$ cat config.mk
export PLATFORM = sky130hd
export DESIGN_NAME = trap_ctrl_flat
export DESIGN_NICKNAME = d
export VERILOG_FILES = /design/src/rtl/trap_pkg.sv /design/src/rtl/trap_ctrl_if.sv /design/src/rtl/trap_ctrl.sv /design/src/flat_wrapper.sv
export SDC_FILE = /design/constraint.sdc
export NUM_CORES = 1
export LEC_CHECK = 0
export BUFFER_PORTS_ARGS = -buffer_cell sky130_fd_sc_hd__buf_2
export CAP_MARGIN = 20
export CORE_AREA = 2 2 79 111
export CTS_CLUSTER_SIZE = 20
export DETAILED_ROUTE_END_ITERATION = 8
export DIE_AREA = 0 0 81 113
export PLACE_DENSITY_LB_ADDON = 0.15
export SYNTH_ARGS = -nofsm -noshare
export SYNTH_HDL_FRONTEND = slang
export SYNTH_SLANG_ARGS = --single-unit
$ cat constraint.sdc
create_clock -name clk -period 1.7 [get_ports clk]
set_clock_uncertainty 0.15 [all_clocks]
set_input_delay 0.255 -clock clk [delete_from_list [all_inputs] [get_ports clk]]
set_output_delay 0.255 -clock clk [all_outputs]
set_load 0.005 [all_outputs]
$ cat src/rtl/trap_pkg.sv
`default_nettype none
// ============================================================================
//  Module   : trap_pkg
//  Brief    : Shared constants, state encoding and request priority encoder
//             for the machine-mode trap sequencer.
//  Revision : 1.0  initial release
// ============================================================================
package trap_pkg;

   // CSR addresses as decoded by the downstream CSR register file
   localparam logic [11:0] CSR_MSTATUS = 12'h000;
   localparam logic [11:0] CSR_MTVEC   = 12'h005;
   localparam logic [11:0] CSR_MEPC    = 12'h041;
   localparam logic [11:0] CSR_MCAUSE  = 12'h042;

   // mstatus bit positions
   localparam int MSTATUS_MIE  = 3;
   localparam int MSTATUS_MPIE = 7;

   // mcause values
   localparam logic [31:0] CAUSE_ILLEGAL = 32'd2;
   localparam logic [31:0] CAUSE_EBREAK  = 32'd3;
   localparam logic [31:0] CAUSE_ECALL   = 32'd11;
   localparam logic [31:0] CAUSE_IRQ     = 32'h8000_000B;

   // Sequencer state encoding
   localparam logic [2:0] ST_IDLE       = 3'd0;
   localparam logic [2:0] ST_SAVE_EPC   = 3'd1;
   localparam logic [2:0] ST_SAVE_CAUSE = 3'd2;
   localparam logic [2:0] ST_SET_STATUS = 3'd3;
   localparam logic [2:0] ST_VECTOR     = 3'd4;
   localparam logic [2:0] ST_RET_STATUS = 3'd5;
   localparam logic [2:0] ST_RET_PC     = 3'd6;

   // Winning request: valid when anything is pending, is_ret for mret
   typedef struct packed {
      logic        valid;
      logic        is_ret;
      logic [31:0] cause;
   } trap_req_t;

   // Fixed priority: illegal > ebreak > ecall > irq > mret.
   // irq_en must already be qualified by the interrupt enable.
   function automatic trap_req_t trap_prio(input logic illegal,
                                           input logic ebreak,
                                           input logic ecall,
                                           input logic irq_en,
                                           input logic mret);
      trap_req_t r;
      r = '{valid: 1'b0, is_ret: 1'b0, cause: 32'd0};
      if (illegal) begin
         r.valid = 1'b1;
         r.cause = CAUSE_ILLEGAL;
      end else if (ebreak) begin
         r.valid = 1'b1;
         r.cause = CAUSE_EBREAK;
      end else if (ecall) begin
         r.valid = 1'b1;
         r.cause = CAUSE_ECALL;
      end else if (irq_en) begin
         r.valid = 1'b1;
         r.cause = CAUSE_IRQ;
      end else if (mret) begin
         r.valid  = 1'b1;
         r.is_ret = 1'b1;
      end
      return r;
   endfunction

endpackage
`default_nettype wire

$ cat src/rtl/trap_ctrl_if.sv
`default_nettype none
// ============================================================================
//  Module   : trap_ctrl_if
//  Brief    : Bundle between the pipeline/CSR file (master) and the trap
//             sequencer (slave): requests, datapath CSR port, CSR file port,
//             stall and fetch redirect.
//  Revision : 1.0  initial release
// ============================================================================
interface trap_ctrl_if #(
   parameter int XLEN = 32
);
   logic            ecall;
   logic            ebreak;
   logic            illegal;
   logic            mret;
   logic            irq;
   logic [XLEN-1:0] trap_pc;
   logic            dp_csr_w;
   logic [11:0]     dp_csr_addr;
   logic [XLEN-1:0] dp_csr_wdata;
   logic            csr_w;
   logic [11:0]     csr_addr;
   logic [XLEN-1:0] csr_wdata;
   logic [XLEN-1:0] csr_rdata;
   logic            stall;
   logic            pc_redirect;
   logic [XLEN-1:0] redirect_pc;

   // Pipeline plus CSR file side
   modport master (
      output ecall, ebreak, illegal, mret, irq, trap_pc,
      output dp_csr_w, dp_csr_addr, dp_csr_wdata, csr_rdata,
      input  csr_w, csr_addr, csr_wdata, stall, pc_redirect, redirect_pc
   );

   // Trap sequencer side
   modport slave (
      input  ecall, ebreak, illegal, mret, irq, trap_pc,
      input  dp_csr_w, dp_csr_addr, dp_csr_wdata, csr_rdata,
      output csr_w, csr_addr, csr_wdata, stall, pc_redirect, redirect_pc
   );
endinterface
`default_nettype wire

$ cat src/rtl/trap_ctrl.sv
`default_nettype none
// ============================================================================
//  Module   : trap_ctrl
//  Brief    : Machine-mode trap sequencer owning the CSR file write port.
//             Saves mepc/mcause/mstatus and vectors to mtvec on a trap,
//             restores mstatus and returns to mepc on mret, and forwards
//             datapath CSR writes while idle.
//  Revision : 1.0  initial release
// ============================================================================
module trap_ctrl
   import trap_pkg::*;
#(
   parameter int              XLEN      = 32,
   parameter logic [XLEN-1:0] RESET_VEC = {XLEN{1'b0}}
) (
   input  logic        clk,
   input  logic        rst,
   trap_ctrl_if.slave  bus
);

   logic [2:0]      r_state;
   logic [2:0]      w_next;
   logic [XLEN-1:0] r_pc;
   logic [XLEN-1:0] r_cause;
   logic            r_mie_shadow;
   logic [XLEN-1:0] w_status;
   trap_req_t       w_req;
   logic            w_unused;

   // The saved PC is word aligned, so its low bits are never consumed
   assign w_unused = ^r_pc[1:0];

   // Pick the highest-priority request; irq only counts when enabled
   always_comb begin
      w_req = trap_prio(bus.illegal, bus.ebreak, bus.ecall,
                        bus.irq & r_mie_shadow, bus.mret);
   end

   // Next state and all CSR/fetch outputs, decoded from the current state
   always_comb begin
      w_next          = r_state;
      w_status        = bus.csr_rdata;
      bus.csr_w       = 1'b0;
      bus.csr_addr    = bus.dp_csr_addr;
      bus.csr_wdata   = bus.dp_csr_wdata;
      bus.stall       = 1'b1;
      bus.pc_redirect = 1'b0;
      bus.redirect_pc = RESET_VEC;
      case (r_state)
         ST_IDLE: begin
            bus.stall = 1'b0;
            bus.csr_w = bus.dp_csr_w;
            if (w_req.valid) begin
               // The trapping instruction must not commit its CSR write
               bus.csr_w = 1'b0;
               bus.stall = 1'b1;
               w_next    = w_req.is_ret ? ST_RET_STATUS : ST_SAVE_EPC;
            end
         end
         ST_SAVE_EPC: begin
            bus.csr_w     = 1'b1;
            bus.csr_addr  = CSR_MEPC;
            bus.csr_wdata = {r_pc[XLEN-1:2], 2'b00};
            w_next        = ST_SAVE_CAUSE;
         end
         ST_SAVE_CAUSE: begin
            bus.csr_w     = 1'b1;
            bus.csr_addr  = CSR_MCAUSE;
            bus.csr_wdata = r_cause;
            w_next        = ST_SET_STATUS;
         end
         ST_SET_STATUS: begin
            w_status[MSTATUS_MPIE] = bus.csr_rdata[MSTATUS_MIE];
            w_status[MSTATUS_MIE]  = 1'b0;
            bus.csr_w     = 1'b1;
            bus.csr_addr  = CSR_MSTATUS;
            bus.csr_wdata = w_status;
            w_next        = ST_VECTOR;
         end
         ST_VECTOR: begin
            bus.csr_addr    = CSR_MTVEC;
            bus.redirect_pc = {bus.csr_rdata[XLEN-1:2], 2'b00};
            bus.pc_redirect = 1'b1;
            w_next          = ST_IDLE;
         end
         ST_RET_STATUS: begin
            w_status[MSTATUS_MIE]  = bus.csr_rdata[MSTATUS_MPIE];
            w_status[MSTATUS_MPIE] = 1'b1;
            bus.csr_w     = 1'b1;
            bus.csr_addr  = CSR_MSTATUS;
            bus.csr_wdata = w_status;
            w_next        = ST_RET_PC;
         end
         ST_RET_PC: begin
            bus.csr_addr    = CSR_MEPC;
            bus.redirect_pc = bus.csr_rdata;
            bus.pc_redirect = 1'b1;
            w_next          = ST_IDLE;
         end
         default: begin
            w_next = ST_IDLE;
         end
      endcase
      // A reset cycle must not let a half-finished sequence write or jump
      if (rst) begin
         bus.csr_w       = 1'b0;
         bus.pc_redirect = 1'b0;
         bus.redirect_pc = RESET_VEC;
      end
   end

   // State, request latches and the MIE shadow of mstatus
   always_ff @(posedge clk) begin
      if (rst) begin
         r_state      <= ST_IDLE;
         r_pc         <= '0;
         r_cause      <= '0;
         r_mie_shadow <= 1'b0;
      end else begin
         r_state <= w_next;
         if (r_state == ST_IDLE && w_req.valid) begin
            r_pc    <= bus.trap_pc;
            r_cause <= XLEN'(w_req.cause);
         end
         if (bus.csr_w && bus.csr_addr == CSR_MSTATUS) begin
            r_mie_shadow <= bus.csr_wdata[MSTATUS_MIE];
         end
      end
   end

endmodule
`default_nettype wire

$ cat src/flat_wrapper.sv
// flat-port wrapper written by rule: the top's interface ports become plain ports
module trap_ctrl_flat import trap_pkg::*;
#(
   parameter int              XLEN      = 32,
   parameter logic [XLEN-1:0] RESET_VEC = {XLEN{1'b0}}
)
  (clk, rst, bus_ecall, bus_ebreak, bus_illegal, bus_mret, bus_irq, bus_trap_pc, bus_dp_csr_w, bus_dp_csr_addr, bus_dp_csr_wdata, bus_csr_rdata, bus_csr_w, bus_csr_addr, bus_csr_wdata, bus_stall, bus_pc_redirect, bus_redirect_pc);
  trap_ctrl_if #(.XLEN(XLEN)) bus_i ();
  input  logic clk;
  input  logic rst;
  input wire logic [$bits(bus_i.ecall)-1:0] bus_ecall;
  input wire logic [$bits(bus_i.ebreak)-1:0] bus_ebreak;
  input wire logic [$bits(bus_i.illegal)-1:0] bus_illegal;
  input wire logic [$bits(bus_i.mret)-1:0] bus_mret;
  input wire logic [$bits(bus_i.irq)-1:0] bus_irq;
  input wire logic [$bits(bus_i.trap_pc)-1:0] bus_trap_pc;
  input wire logic [$bits(bus_i.dp_csr_w)-1:0] bus_dp_csr_w;
  input wire logic [$bits(bus_i.dp_csr_addr)-1:0] bus_dp_csr_addr;
  input wire logic [$bits(bus_i.dp_csr_wdata)-1:0] bus_dp_csr_wdata;
  input wire logic [$bits(bus_i.csr_rdata)-1:0] bus_csr_rdata;
  output wire logic [$bits(bus_i.csr_w)-1:0] bus_csr_w;
  output wire logic [$bits(bus_i.csr_addr)-1:0] bus_csr_addr;
  output wire logic [$bits(bus_i.csr_wdata)-1:0] bus_csr_wdata;
  output wire logic [$bits(bus_i.stall)-1:0] bus_stall;
  output wire logic [$bits(bus_i.pc_redirect)-1:0] bus_pc_redirect;
  output wire logic [$bits(bus_i.redirect_pc)-1:0] bus_redirect_pc;
  assign bus_i.ecall = bus_ecall;
  assign bus_i.ebreak = bus_ebreak;
  assign bus_i.illegal = bus_illegal;
  assign bus_i.mret = bus_mret;
  assign bus_i.irq = bus_irq;
  assign bus_i.trap_pc = bus_trap_pc;
  assign bus_i.dp_csr_w = bus_dp_csr_w;
  assign bus_i.dp_csr_addr = bus_dp_csr_addr;
  assign bus_i.dp_csr_wdata = bus_dp_csr_wdata;
  assign bus_i.csr_rdata = bus_csr_rdata;
  assign bus_csr_w = bus_i.csr_w;
  assign bus_csr_addr = bus_i.csr_addr;
  assign bus_csr_wdata = bus_i.csr_wdata;
  assign bus_stall = bus_i.stall;
  assign bus_pc_redirect = bus_i.pc_redirect;
  assign bus_redirect_pc = bus_i.redirect_pc;
  trap_ctrl #(.XLEN(XLEN), .RESET_VEC(RESET_VEC)) u_core (.clk(clk), .rst(rst), .bus(bus_i));
endmodule
==> flow_summary.json <==
{
  "nets": 789,
  "yosysSeqAreaShare_pct": 24.49,
  "p_comb_share_pct": 47.7,
  "leakage_uw": 0.002581,
  "layout-drive-gt1-share_pct": 58.16,
  "antenna_left": 0,
  "synth.cell_area_um2": 3107,
  "finalHoldViolCount": 0,
  "synth_common_cells": "99 x nand2_1, 43 x a21oi_1, 38 x and2_1, 38 x dfxtp_1, 34 x o21ai_0",
  "portBuffers": 192,
  "crit_type": "reg2out",
  "drt-wirelength-per-cell_um": 17.41,
  "pwr-share-clk_pct": 26.8,
  "synth_cell_types": 39,
  "antenna_found_initial": 1,
  "drtIter0Drc": 251,
  "reg2reg_slack_ns": -0.25,
  "fp.dieH_um": 113,
  "setup_viol": 114,
  "nFillCells": 655,
  "p_sw_uw": 1408,
  "cts_buffers": 5,
  "fin_cells": 777,
  "crit_chain": "nor2b_2 > buf_4 > o21a_1 > a22oi_1 > o21ai_1 > buf_2",
  "ys_ff_latch": 38,
  "cts_hold_buf": 0,
  "finalPower_uw": 4108,
  "vias": 4343,
  "drv_cap": 0,
  "worst_setup_path_start_kind": "flop",
  "dp_hpwl_um": 8506,
  "clk_path_buf_depth": 2,
  "post-route-period-util_pct": 116.4,
  "required_ns": 1.29,
  "synth_top_flop_cell": "dfxtp_1",
  "place_inst": 737,
  "dieArea_um2": 9153,
  "min-delay-path-class": "in2reg",
  "grt_pass1_wl_um": 19580,
  "wirelength_um": 13530,
  "area_delta_synth_final_pct": 84.53,
  "fmax_mhz": 505.5,
  "root_buffer": "clkbuf_16",
  "overflow": 0,
  "crit_arrival_ns": 1.57,
  "synth_nets": 560,
  "crit_path_max_fanout": 8,
  "yosysTopAreaCellShare_pct": 24.49,
  "layout_min_cycle_time_ns": 1.978,
  "slew_violations": 0,
  "endpoint_kind": "output pin",
  "cts_sinks": 38,
  "worst_slack_ns": -0.2781,
  "synthAdderAreaFrac_pct": 0,
  "p_sw_share_pct": 34.28,
  "post_drt_via_cell_ratio": 5.589,
  "rsz0062_at_grt": "yes",
  "yosys_warnings": 0,
  "outcome": "finished, violations left",
  "clk_latency_ns": 0.28,
  "num_rows": 39,
  "tightest_slew_ns": 0.5686,
  "first_pass_iters": 5,
  "seqPwrFrac_pct": 25.6,
  "fp.dieW_um": 81,
  "avgSynthCellArea_um2": 6.997,
  "synthArstFlopShare_pct": 0,
  "synthCells": 444,
  "synth_top_cells_by_area": "dfxtp_1 24%, nand2_1 12%, mux2i_1 9.3%, a22oi_1 8.0%, and2_1 7.7%",
  "netlist.top_cell.by_area": "dfxtp_1",
  "synth_xor_xnor_area_share_pct": 0,
  "grt_pass1_vias": 4067,
  "violations": "setup timing",
  "synth_top_family_by_area": "compound AO/OA/AOI/OAI gates",
  "gp_congestion": 0.8108,
  "synth.most_common_cell": "nand2_1",
  "ir_worst_vdd_v": 0.0005168,
  "synth_mux_area_share_pct": 9.827,
  "h-tree-depth": 2,
  "cts_tree": "yes",
  "grt_util_all_layers_pct": 27.29,
  "initial_core_util_pct": 38.35,
  "slowest_stage": "dfxtp_4",
  "p_int_uw": 2700,
  "maxSlewHeadroom_pct": 62.09,
  "cp_slowest_stage_delay_ns": 0.40,
  "grt_start_max_net_pins": 39,
  "fin_util_pct": 70.78,
  "synth_compound_area_share_pct": 30.93,
  "core_region_area_um2": 8100,
  "powerDensity_nw_per_um2": 716.5,
  "synth-simple-area-share_pct": 27.75,
  "synth_edf_count": 0,
  "drc": 0,
  "io_pins": 195,
  "clk_pin_slew_worst_paths_ns": 0.06
}
layout make-up:
cell class / count / area, um2 / share of cell area, %
clock buffer: 7 / 142.6 / 2.488
tap: 102 / 127.6 / 2.226
multi-input combinational: 362 / 2678 / 46.70
timing repair buffer: 264 / 1972 / 34.40
antenna: 1 / 2.502 / 0.04365
clock inverter: 1 / 30.03 / 0.5238
inverter: 2 / 7.507 / 0.1309
sequential: 38 / 773.2 / 13.49
timing repair:
action / CTS / global route
pin swaps: 55 / 57
gates cloned: 10 / 0
setup endpoints to repair: 111 / 114
buffers inserted: 20 / 8
gates resized for setup: 142 / 100
critical path: cells and delay by family, from the launching register on:
kind / cells / cell delay (ns)
AO/OA/AOI/OAI: 3 / 0.45
flip-flops: 1 / 0.40
buffers and inverters: 2 / 0.26
AND/OR/NAND/NOR: 1 / 0.18
kinds of logic (layout without fill, tap and decap cells):
kind of cell    Yosys count  count (layout)
other cells               0               1
compound gates          153             153
simple gates            179             179
mux                      30              30
buf+inv                  44             274
flops                    38              38
through the flow:
stage / hold slack, ns / setup WS (ns) / TNS (ns) / cell area (um2)
3_5_place_dp: 0.2966 / -0.2919 / -5.626 / 4409
5_1_grt: 0.06936 / -0.3416 / -30.30 / 5733
3_3_place_gp: 0.2927 / -0.1772 / -3.443 / 4409
6_report: 0.06011 / -0.2781 / -23.99 / 5733
2_1_floorplan: 0.2410 / -0.007191 / -0.1365 / 3123
4_1_cts: 0.06098 / -0.2611 / -21.16 / 5383
sequential cells by signal, summed over array words and instances, names as in the netlist:
name,flops
u_core.r_cause,4
u_core.r_pc,30
u_core.r_mie_shadow,1
u_core.r_state,3
path summary, 6_finish.rpt:
path                                  start                      endpoint  depth (start not counted)
max          u_core.r_state[2]$_SDFFE_PP0P_              bus_csr_wdata[1]                          6
min                         bus_trap_pc[20]  u_core.r_pc[20]$_SDFFE_PP0P_                          3
max reg2reg  u_core.r_state[2]$_SDFFE_PP0P_  u_core.r_pc[19]$_SDFFE_PP0P_                          8
min reg2reg    u_core.r_pc[20]$_SDFFE_PP0P_  u_core.r_pc[20]$_SDFFE_PP0P_                          2
placed cells by master, fill, tap and decap left out, types with 5 or more instances in the layout:
master     Yosys  routed
buf_2         12     172
nand2_1       99      58
buf_6          3      38
buf_4          4      36
dfxtp_1       38      34
o21ai_1        0      32
a22oi_1       33      30
nand2_4        0      28
mux2i_1       29      28
o211ai_1      28      28
a21oi_2        0      26
and2_4         0      20
and2_1        38      19
a21oi_1       43      17
nand2_2        0      13
nor2_1        14      12
buf_12         0       9
clkbuf_16      0       5
buf_16         0       5
per-layer routing:
metal  track usage (%)  part of all wire (%)
met5                 0                     0
met4             8.701                   2.1
met3             3.429                   6.4
met2             53.55                    57
met1             28.94                    35
power groups by stage:
stage	clock network, uW	logic (uW)	registers [uW]
after detailed placement	0	1310	1060
after global routing	1130	2100	1060
after global placement	0	1280	1060
after CTS	1100	1820	1050
after floorplan	0	727	1030
final	1100	1960	1050
Power figures use the tool's default switching activity.
